### src/rtl/mem_pkg.sv
// Shared widths, codes and helpers for the memory-access pipeline stage.
package mem_pkg;

    localparam int WORD_W    = 32;
    localparam int ADDR_W    = 32;
    localparam int INSTR_W   = 32;
    localparam int REG_IDX_W = 5;

    localparam int MEM_COUNT_W = 2;
    localparam logic [MEM_COUNT_W-1:0] MEM_COUNT_BYTE = 2'd0;
    localparam logic [MEM_COUNT_W-1:0] MEM_COUNT_HALF = 2'd1;
    localparam logic [MEM_COUNT_W-1:0] MEM_COUNT_WORD = 2'd2;

    localparam int DEST_SRC_W = 2;
    localparam logic [DEST_SRC_W-1:0] DEST_SRC_NONE = 2'd0;
    localparam logic [DEST_SRC_W-1:0] DEST_SRC_ALU  = 2'd1;
    localparam logic [DEST_SRC_W-1:0] DEST_SRC_MEM  = 2'd2;

    // Instruction bit that selects zero-extension for sub-word loads.
    localparam int UNSIGNED_BIT = 14;

    function automatic logic is_misaligned(input logic [1:0] addr_lo,
                                           input logic [MEM_COUNT_W-1:0] count);
        logic mis;
        mis = 1'b0;
        case (count)
            MEM_COUNT_HALF: mis = addr_lo[0];
            MEM_COUNT_WORD: mis = (addr_lo != 2'b00);
            default:        mis = 1'b0;
        endcase
        return mis;
    endfunction

endpackage

### src/rtl/mem_align.sv
// Byte-lane steering for stores and lane extraction with sign/zero
// extension for loads. Purely combinational.
module mem_align
    import mem_pkg::*;
(
    input  logic [1:0]             addr_lo,
    input  logic [MEM_COUNT_W-1:0] count,
    input  logic                   is_unsigned,
    input  logic [WORD_W-1:0]      wr_data,
    input  logic [WORD_W-1:0]      rd_data,
    output logic [3:0]             be,
    output logic [WORD_W-1:0]      lane_wr_data,
    output logic [WORD_W-1:0]      rd_ext
);

    logic [WORD_W-1:0] rd_byte_shift;
    logic [WORD_W-1:0] rd_half_shift;

    assign rd_byte_shift = rd_data >> {addr_lo, 3'b000};
    assign rd_half_shift = rd_data >> {addr_lo[1], 4'b0000};

    always_comb begin
        be           = 4'b1111;
        lane_wr_data = wr_data;
        rd_ext       = rd_data;
        case (count)
            MEM_COUNT_BYTE: begin
                be           = 4'b0001 << addr_lo;
                lane_wr_data = {4{wr_data[7:0]}};
                rd_ext       = is_unsigned
                             ? {{(WORD_W-8){1'b0}}, rd_byte_shift[7:0]}
                             : {{(WORD_W-8){rd_byte_shift[7]}}, rd_byte_shift[7:0]};
            end
            MEM_COUNT_HALF: begin
                be           = addr_lo[1] ? 4'b1100 : 4'b0011;
                lane_wr_data = {2{wr_data[15:0]}};
                rd_ext       = is_unsigned
                             ? {{(WORD_W-16){1'b0}}, rd_half_shift[15:0]}
                             : {{(WORD_W-16){rd_half_shift[15]}}, rd_half_shift[15:0]};
            end
            default: begin
                be           = 4'b1111;
                lane_wr_data = wr_data;
                rd_ext       = rd_data;
            end
        endcase
    end

endmodule

### src/rtl/mem.sv
// Memory-access pipeline stage: registers execute results, runs one req/ack
// data-memory transaction per aligned load/store and presents writeback data.
module mem
    import mem_pkg::*;
#(
    parameter int unsigned MAX_WAIT = 255
) (
    input  logic                   clk,
    input  logic                   clr,
    input  logic                   stall,
    input  logic [ADDR_W-1:0]      i_pc,
    input  logic [INSTR_W-1:0]     i_instr,
    input  logic [DEST_SRC_W-1:0]  i_dest_src,
    input  logic [REG_IDX_W-1:0]   i_dest_reg,
    input  logic [WORD_W-1:0]      i_alu_eval,
    input  logic                   i_mem_req_en,
    input  logic [ADDR_W-1:0]      i_mem_req_addr,
    input  logic [WORD_W-1:0]      i_mem_req_wr_data,
    input  logic                   i_mem_req_wr_en,
    input  logic [MEM_COUNT_W-1:0] i_mem_req_count,
    output logic                   o_dmem_req,
    output logic [ADDR_W-1:0]      o_dmem_addr,
    output logic                   o_dmem_wr_en,
    output logic [3:0]             o_dmem_be,
    output logic [WORD_W-1:0]      o_dmem_wr_data,
    input  logic                   i_dmem_ack,
    input  logic [WORD_W-1:0]      i_dmem_rd_data,
    output logic [ADDR_W-1:0]      o_pc,
    output logic [INSTR_W-1:0]     o_instr,
    output logic [DEST_SRC_W-1:0]  o_dest_src,
    output logic [REG_IDX_W-1:0]   o_dest_reg,
    output logic [WORD_W-1:0]      o_wb_data,
    output logic                   o_busy,
    output logic                   o_fault
);

    typedef enum logic [1:0] {
        S_IDLE = 2'd0,
        S_REQ  = 2'd1,
        S_DONE = 2'd2
    } state_e;

    localparam int WAIT_W = (MAX_WAIT < 2) ? 1 : $clog2(MAX_WAIT + 1);

    state_e                 state_q, state_d;
    logic [WAIT_W-1:0]      wait_q, wait_d;
    logic                   fault_q, fault_d;
    logic [ADDR_W-1:0]      pc_q, pc_d;
    logic [INSTR_W-1:0]     instr_q, instr_d;
    logic [DEST_SRC_W-1:0]  dest_src_q, dest_src_d;
    logic [REG_IDX_W-1:0]   dest_reg_q, dest_reg_d;
    logic [WORD_W-1:0]      alu_q, alu_d;
    logic [ADDR_W-1:0]      addr_q, addr_d;
    logic [WORD_W-1:0]      wdata_q, wdata_d;
    logic                   wr_en_q, wr_en_d;
    logic [MEM_COUNT_W-1:0] count_q, count_d;
    logic [WORD_W-1:0]      rd_fmt_q, rd_fmt_d;

    logic              capture;
    logic              capture_mis;
    logic              capture_mem;
    logic              timeout_hit;
    logic              in_req;
    logic [3:0]        be_w;
    logic [WORD_W-1:0] lane_wr_data;
    logic [WORD_W-1:0] rd_ext;

    assign in_req      = (state_q == S_REQ);
    assign capture     = !stall && !in_req;
    assign capture_mis = i_mem_req_en && is_misaligned(i_mem_req_addr[1:0], i_mem_req_count);
    assign capture_mem = i_mem_req_en && !capture_mis;
    // The counter holds the number of ack-less cycles already spent, so the
    // current cycle is the MAX_WAIT-th when counter + 1 reaches MAX_WAIT.
    assign timeout_hit = (MAX_WAIT != 0) && ((32'(wait_q) + 32'd1) >= MAX_WAIT);

    mem_align u_align (
        .addr_lo      (addr_q[1:0]),
        .count        (count_q),
        .is_unsigned  (instr_q[UNSIGNED_BIT]),
        .wr_data      (wdata_q),
        .rd_data      (i_dmem_rd_data),
        .be           (be_w),
        .lane_wr_data (lane_wr_data),
        .rd_ext       (rd_ext)
    );

    always_comb begin
        state_d    = state_q;
        wait_d     = wait_q;
        fault_d    = fault_q;
        pc_d       = pc_q;
        instr_d    = instr_q;
        dest_src_d = dest_src_q;
        dest_reg_d = dest_reg_q;
        alu_d      = alu_q;
        addr_d     = addr_q;
        wdata_d    = wdata_q;
        wr_en_d    = wr_en_q;
        count_d    = count_q;
        rd_fmt_d   = rd_fmt_q;

        if (capture) begin
            pc_d       = i_pc;
            instr_d    = i_instr;
            dest_src_d = i_dest_src;
            dest_reg_d = i_dest_reg;
            alu_d      = i_alu_eval;
            addr_d     = i_mem_req_addr;
            wdata_d    = i_mem_req_wr_data;
            wr_en_d    = i_mem_req_wr_en;
            count_d    = i_mem_req_count;
            // A misaligned or non-memory op has no load result.
            rd_fmt_d   = '0;
            if (capture_mis) begin
                fault_d = 1'b1;
            end
        end

        case (state_q)
            S_IDLE: begin
                wait_d = '0;
                if (capture && capture_mem) begin
                    state_d = S_REQ;
                end
            end
            S_REQ: begin
                if (i_dmem_ack) begin
                    rd_fmt_d = rd_ext;
                    wait_d   = '0;
                    state_d  = S_DONE;
                end else if (timeout_hit) begin
                    rd_fmt_d = '0;
                    fault_d  = 1'b1;
                    wait_d   = '0;
                    state_d  = S_DONE;
                end else if (MAX_WAIT != 0) begin
                    wait_d = wait_q + WAIT_W'(1);
                end
            end
            S_DONE: begin
                wait_d = '0;
                if (capture) begin
                    state_d = capture_mem ? S_REQ : S_IDLE;
                end
            end
            default: begin
                state_d = S_IDLE;
                wait_d  = '0;
            end
        endcase
    end

    always_ff @(posedge clk) begin
        if (clr) begin
            state_q    <= S_IDLE;
            wait_q     <= '0;
            fault_q    <= 1'b0;
            pc_q       <= '0;
            instr_q    <= '0;
            dest_src_q <= DEST_SRC_NONE;
            dest_reg_q <= '0;
            alu_q      <= '0;
            addr_q     <= '0;
            wdata_q    <= '0;
            wr_en_q    <= 1'b0;
            count_q    <= '0;
            rd_fmt_q   <= '0;
        end else begin
            state_q    <= state_d;
            wait_q     <= wait_d;
            fault_q    <= fault_d;
            pc_q       <= pc_d;
            instr_q    <= instr_d;
            dest_src_q <= dest_src_d;
            dest_reg_q <= dest_reg_d;
            alu_q      <= alu_d;
            addr_q     <= addr_d;
            wdata_q    <= wdata_d;
            wr_en_q    <= wr_en_d;
            count_q    <= count_d;
            rd_fmt_q   <= rd_fmt_d;
        end
    end

    // Memory-port fields are only meaningful while requesting; keep them quiet otherwise.
    assign o_dmem_req     = in_req;
    assign o_dmem_addr    = in_req ? {addr_q[ADDR_W-1:2], 2'b00} : '0;
    assign o_dmem_wr_en   = in_req && wr_en_q;
    assign o_dmem_be      = in_req ? be_w : 4'b0000;
    assign o_dmem_wr_data = in_req ? lane_wr_data : '0;

    assign o_pc       = pc_q;
    assign o_instr    = instr_q;
    assign o_dest_src = dest_src_q;
    assign o_dest_reg = dest_reg_q;
    assign o_wb_data  = (dest_src_q == DEST_SRC_MEM) ? rd_fmt_q : alu_q;
    assign o_busy     = in_req;
    assign o_fault    = fault_q;

endmodule

### config.mk
export PLATFORM = sky130hd
export DESIGN_NAME = mem
export DESIGN_NICKNAME = d
export VERILOG_FILES = /design/src/rtl/mem_pkg.sv /design/src/rtl/mem_align.sv /design/src/rtl/mem.sv
export SDC_FILE = /design/constraint.sdc
export NUM_CORES = 1
export LEC_CHECK = 0
export ABC_CLOCK_PERIOD_IN_PS = 5700
export CORE_AREA = 2 2 149 151
export DETAILED_ROUTE_END_ITERATION = 8
export DIE_AREA = 0 0 151 153
export PLACE_DENSITY = 0.79
export RECOVER_POWER = 25
export SLEW_MARGIN = 20
export SYNTH_ARGS = -nofsm -noshare
export SYNTH_HDL_FRONTEND = slang
export SYNTH_SLANG_ARGS = --single-unit
### constraint.sdc
create_clock -name clk -period 5.7 [get_ports clk]
set_clock_uncertainty 0.2 [all_clocks]
set_input_delay 1.14 -clock clk [delete_from_list [all_inputs] [get_ports clk]]
set_output_delay 1.14 -clock clk [all_outputs]
set_load 0.1 [all_outputs]
Yosys cells after proc, flatten, opt, wreduce, memory -nomap -nowiden
Cells that the tools add are included.
{"block": "totals", "reg_bits": 213, "wordCells": 68, "input_bits": 207}
{"block": "op_classes", "n_addsub": 2, "mux": 26, "n_reduce_logical": 13, "shifts": 3, "magnitude_cmp": 1, "bitwise": 1, "n_eq_ne": 9}
{"cell": "$mux W32", "n": 9}
{"cell": "$pmux W32 S2", "n": 2}
{"cell": "$shr A32 B5 Y16", "n": 1}
{"cell": "$shr A32 B5 Y8", "n": 1}
{"cell": "$add A8 B1 Y9 const B", "n": 1}
{"cell": "$ge A9 B8 Y1 const B", "n": 1}
{"cell": "$add A8 B1 Y8 const B", "n": 1}
{"cell": "$mux W2", "n": 4}
{"cell": "$mux W4", "n": 2}
{"cell": "$pmux W4 S2", "n": 1}
{"cell": "$eq A2 B1 Y1 const B", "n": 3}
{"cell": "$eq A2 B2 Y1 const B", "n": 3}
{"cell": "$mux W1", "n": 6}
{"cell": "$pmux W2 S3", "n": 1}
{"cell": "$logic_and A1 B1 Y1", "n": 5}
{"cell": "$logic_not A2 Y1", "n": 2}
{"cell": "$ne A2 B2 Y1 const B", "n": 2}
{"cell": "$reduce_or A4 Y1", "n": 1}
{"cell": "$shl A1 B2 Y4 const A", "n": 1}
{"cell": "$logic_not A1 Y1", "n": 3}
{"cell": "$ne A3 B3 Y1 const B", "n": 1}
{"cell": "$reduce_and A3 Y1", "n": 1}
{"cell": "$pmux W1 S2", "n": 1}
{"cell": "$reduce_bool A2 Y1", "n": 1}
{"cell": "$not A1 Y1", "n": 1}

Longest topological paths before layout
{"block": "logic_depth", "ltp_word": 8, "mapped_depth": 9, "depth_no_buf": 7}

Hierarchy
A second synthesis with hierarchy kept.
{"block": "unflattened", "hier_cells": 1259, "hier_area_um2": 9851.9}
{"module": "mem", "cells_per_inst": 1071, "area_per_inst_um2": 8593.2, "n_inst": 1, "seq_area_each_um2": 4264.1}
{"module": "mem_align", "cells_per_inst": 188, "area_per_inst_um2": 1258.7, "n_inst": 1, "seq_area_each_um2": 0.0}

Worst setup path before layout
Ideal clock, no wire load.
{"block": "synth_timing", "kind": "reg2out", "from": "register count_q[0]", "to": "output o_dmem_be[0]", "path_stages_with_launch": 5, "path_slack_ns": 0.961, "required_ns": 4.360, "t_arrival_ns": 3.399, "cell_sequence": "dfxtp_1 -> buf_2 -> buf_1 -> nor2_1 -> a211oi_1"}
{"block": "synth_via", "elab_chain_cells": 3}
{"element": "start: declaration", "line": "mem.sv:56", "source": "logic [MEM_COUNT_W-1:0] count_q, count_d;"}
{"element": "start signal: assignment", "line": "mem.sv:180", "source": "count_q <= count_d;"}
{"element": "$eq A2 B1 Y1 or $logic_not A2 Y1 (tied branches)", "line": "mem_align.sv:26", "source": "case (count)"}
{"element": "$pmux W4 S2 (*)", "line": "mem_align.sv:26"}
{"element": "$mux W4 (*)", "line": "mem.sv:189", "source": "assign o_dmem_be = in_req ? be_w : 4'b0000;"}
{"element": "end: declaration", "line": "mem.sv:24", "source": "output logic [3:0] o_dmem_be,"}
Every way passes the cells marked *; elsewhere a longest branch is shown, timed or not.

Final worst setup path
{"block": "layout_timing", "from": "register addr_q[1]", "to": "output o_dmem_be[0]"}
{"block": "layout_via", "elab_chain_cells": 3}
{"element": "start: declaration", "line": "mem.sv:53", "source": "logic [ADDR_W-1:0] addr_q, addr_d;"}
{"element": "start signal: assignment", "line": "mem.sv:177", "source": "addr_q <= addr_d;"}
{"element": "$mux W4 or $shl A1 B2 Y4 (tied branches)", "line": "mem_align.sv:35, mem_align.sv:28"}
{"element": "$pmux W4 S2 (*)", "line": "mem_align.sv:26"}
{"element": "$mux W4 (*)", "line": "mem.sv:189"}
Marks and branches as above.

==> impl_metrics.toml <==
[clocking]
cts-resized-gates = 0
cts-htree-levels = 1
cts_tree = "yes"
cts-root-buf = "clkbuf_16"
hold_buffers = 0
post_cts_buffers = 0
clk_path_buf_depth = 3
clk_pin_slew_worst_paths_ns = 0.06
cts_num_sinks = 213
cts_buffers = 23
clk_latency_ns = 0.50

[sta]
whs_ns = 0.249
tightest_slew_ns = 2.57
report.final.slew_viol_count = 63
slew_headroom_pct = -71.3
final_min_period_over_clock_period_pct = 83.2
hold_viol = 0
finalSetupViolCount = 0
tns_ns = 0
clock.fmax_mhz = 211
min_period_ns = 4.74
rsz0062_at_grt = "false"

[floorplanning]
io_pins = 382
dieArea_um2 = 23100
coreArea_um2 = 21500
dieHeight_um = 153
rows = 54
start_util_pct = 42.5
die_width_um = 151

[drt]
drt_iter0_markers = 512
first_pass_iters = 9
drc = 0
wl_per_cell_um = 17.0
vias_per_cell = 5.09
via_count = 9105
antenna_left = 0
wirelength_um = 30400

[placement]
port-buffer-count = 379
hpwl_um = 21300
place_inst = 1747
place_area_um2 = 12900
place_congestion = 0.877

[min_path]
min_to = "addr_q[17]"
holdCritPathClass = "reg -> reg"
hold_depth = 2
hp-start = "addr_q[17]"

[yosys]
synth-compound-area-share_pct = 18.4
synth-adder-area-share_pct = 0.548
ys_warn_count = 0
synth_edf_count = 0
synth_common_cells = "nand2_1, a21oi_1, dfxtp_1"
synth_top_area_share_pct = 46.7
synth.distinct_cells = 52
async_flop_share_pct = 0
synthFlopType = "dfxtp_1"
synth_top_cell_by_area = "dfxtp_1"
ys_seq_area_share_pct = 46.7
yosys-top-cells-area = "dfxtp_1, nand2_1, a21oi_1"
synthCells = 1175
synth_most_common_cell = "nand2_1"
yosys.area_share.xor_xnor_pct = 0.479
synth_seq_cells = 213
synth_top_family_by_area = "simple AND/OR/NAND/NOR gates"
synth_simple_gate_area_share_pct = 22.7
syn_avg_cell_area_um2 = 7.77
synthMuxAreaShare_pct = 6.10
netlist_area_um2 = 9130

[outcome]
violations = "capacitance limit, slew limit"
status = "finished, violations left"

[worst_setup_path]
max_stage_delay_ns = 1.00
crit_fanout = 20
r2r_slack_ns = 1.90
worst-setup-path-type = "reg -> out"
cpMaxStageDelayCell = "clkdlybuf4s50_1"
path_cells = "clkinv_1, nor2_1, a211oi_1, clkdlybuf4s50_1"
crit_buf_inv = 2
r2r_end = "addr_q[23]"
path_delay_family = "buffers and inverters"
r2r_cells = 6
start_kind = "flip-flop"
cp-end-kind = "output pin"
required_ns = 4.36
reg2reg_from = "state_q[1]"
cp.arrival_ns = 3.40

[grt]
grt_overflow = 0
grt_max_degree = 151
grt.total_usage_pct = 25.4
grt_pass1_wl_um = 46900
antenna_found_initial = 1
grt_pass1_vias = 8612

[final_layout]
post-route-cell-area_um2 = 13700
nNetsFinal = 1703
syn_to_final_growth_pct = 49.7
fin_cells = 1788
antenna_cells = 0
drive_above_1_share_pct = 5.24

[power]
vdd_drop_max_mv = 0.214
leakagePower_nw = 5.30
power_w = 0.00406
p_per_area_nw_per_um2 = 297

[run]
cap_violations = 1
cell families (layout without fill, tap and decap cells):
family          Yosys count  count (layout)
simple gates            498             498
compound gates          295             295
flops                   213             213
buf+inv                 108             440
mux                      51              51
xor+xnor                  5               5
fa+ha+maj                 4               4
other cells               1               2
power breakdown:
part,total (W),switching (W),internal (W)
clock,0.00145,0.000600,0.000854
sequential,0.00163,0.0000546,0.00157
combinational,0.000984,0.000669,0.000315
layer usage:
layer,share of wire (%),vias up,routed length (um),track usage [%]
met5,0,-,0,0
met4,2.9,0,888,7.74
li1,-,4532,-,-
met3,8.1,53,2470,6.66
met1,41,4178,12300,31.6
met2,48,342,14700,42.7
per-stage QoR:
step           util (%)  worst slack (ns)
2_1_floorplan         -             0.961
3_5_place_dp       60.3              1.50
6_report           63.6             0.958
3_3_place_gp       60.3              1.60
5_1_grt            63.6             0.695
4_1_cts            63.7             0.976
worst register-to-register path: stages (launching register included):
cell and delay, ns:
dfxtp_1 0.31, nand2b_1 0.16, buf_4 0.25, nand2b_1 1.80, buf_4 0.69, nand2_1 0.14, a21oi_1 0.16
cell usage in the layout, fill, tap and decap left out, types with 11 or more instances in the layout:
cell	n
a21o_1	23
a21oi_1	222
and2_1	42
buf_4	16
clkbuf_16	23
clkdlybuf4s50_1	366
dfxtp_1	212
inv_1	11
mux2_1	19
mux2_2	14
mux2i_1	17
nand2_1	377
nor2_1	39
o21ai_0	14
layout make-up:
class                      instances  area [um2]
clock buffer                      33         663
clock inverter                     8        73.8
fill                            1851        7820
inverter                          13        48.8
multi-input combinational        855        4420
sequential                       213        4270
tap                              280         350
timing repair buffer             386        3840
how the worst max path moves through the flow:
stage          startpoint           end  slack (ns)  cells past startpoint
2_1_floorplan  count_q[0]  o_dmem_be[0]        0.96                      4
3_3_place_gp    addr_q[1]  o_dmem_be[0]        1.60                      4
3_5_place_dp    addr_q[1]  o_dmem_be[0]        1.50                      4
4_1_cts         addr_q[1]  o_dmem_be[0]        0.98                      4
5_1_grt         addr_q[1]  o_dmem_be[0]        0.69                      4
6_report        addr_q[1]  o_dmem_be[0]        0.96                      4
(Power assumes the default switching activity.)
==> RTL edit, RTL diff (config.mk and constraints unchanged) <==
Change the parameter `MAX_WAIT` from 255 to 510.
--- a/src/rtl/mem.sv
+++ b/src/rtl/mem.sv
@@ -3,7 +3,7 @@
 module mem
     import mem_pkg::*;
 #(
-    parameter int unsigned MAX_WAIT = 255
+    parameter int unsigned MAX_WAIT = 510
 ) (
     input  logic                   clk,
     input  logic                   clr,
Check against the original RTL: no difference found for any inputs over 4 cycles, from zero or initial values; that may be too few to reach the edited logic, so the function may still have changed.
==> RTL edit against the original RTL <==
The run still ends with capacitance limit, slew limit left; sequential cell count up 1; synthesized area increased by 3.1%; via count increased by 4.2%; wire length up 4.6%; register-to-register slack got worse by 1000 ps; total power rose by 4.5%; final area up 2.0%; global-route usage is 0.77 points higher; final cell count rose by 1.8%; synthesized cell count increased by 2.8%; fmax fell by 4.7%; critical path depth grew 2; setup slack worse by 230 ps.
==> RTL edit: results (changes against the original RTL) <==
CP arrival=3630 ps (+230 ps); M1 WL=12500 microns (+1.6%); failing checks=capacitance limit, slew limit; ranking of synthesized cells by area=dfxtp_1 45%, nand2_1 15%, a21oi_1 12%, mux2_2 4.1%, clkbuf_1 3.0%; layout cell share with drive strength beyond 1=9.48% (+4.2 points); via/cell ratio=5.21 (+2.4%); largest net degree at the start of global routing=110 (-27%); total global-route track usage=26.1% (+0.77 points); Max Cap Viol=3 (+2); met2 Usage GRT=44.0% (+1.3 points); cts bufs inserted=24 (+4.3%); number of global-route vias before repair=8996 (+4.5%); DP Wirelength=22600 microns (+5.6%); Post-Place Worst Slack=1510 ps (+10.2 ps); met1 Usage GRT=31.5% (-0.18 points); Synth Instances=1208 (+2.8%); final net count=1734 (+1.8%); Pins Over Slew Limit=185 (+190%); Fillers=1819 (-1.7%); sequential share of the synthesized area=45.5% (-1.2 points); status=finished, violations left; drt first pass iters=6 (-3); Avg WL per Cell=17.4 microns (+2.7%); DP Cell Count=1777 (+1.7%); Synth-to-Final Area Change=48.1%; Relative slew margins=-53.3% (+18 points)
RTL edit: cell types whose count changed after synthesis, sizes merged, moves of 3 or more:
cell | unedited run | this run
o32ai | 0 | 23
and2b | 4 | 1
a21oi | 223 | 229
a21o | 23 | 2
xnor2 | 0 | 3
nand2 | 378 | 375
nand3 | 2 | 6
nor3 | 10 | 5
a221oi | 2 | 7
buf | 33 | 25
o221ai | 7 | 1
clkbuf | 62 | 75
nor2 | 40 | 44
inv | 12 | 36
RTL edit: power by group through the flow:
stage / logic (W) / clock network (W) / registers, W
CTS: 0.000992 / 0.00165 / 0.00164
detailed placement: 0.000988 / 0 / 0.00167
global route: 0.00104 / 0.00172 / 0.00165
finish: 0.000986 / 0.00162 / 0.00164
global placement: 0.000979 / 0 / 0.00167
floorplan: 0.000464 / 0 / 0.00186
RTL edit: how the worst max path moves through the flow:
stage                      end  slack, ps  depth (start not counted)
2_1_floorplan     o_dmem_be[1]       1150                          5
3_3_place_gp      o_dmem_be[1]       1560                          4
3_5_place_dp      o_dmem_be[1]       1510                          4
4_1_cts           o_dmem_be[1]        980                          4
5_1_grt        o_dmem_addr[29]        550                          6
6_report       o_dmem_addr[18]        730                          6
RTL edit: cell families after synthesis:
group | Yosys count | share of synthesized area (%)
other | 1 | 0.0398
buffers and inverters | 136 | 6.15
xor gates and xnor gates | 7 | 0.651
adders and majority gates | 4 | 0.532
muxes | 51 | 5.87
DFF | 214 | 45.5
and+or+nand+nor | 491 | 21.6
AOI/OAI and AO/OA | 304 | 19.7
RTL edit: cell type report:
class / count / area share (%)
flip-flops and latches: 214 / 30.7
inverters: 36 / 0.969
clock buffers: 33 / 5.06
well taps: 280 / 2.51
repair buffers: 388 / 27.0
clock inverters: 10 / 0.987
multi-input cells: 859 / 32.8
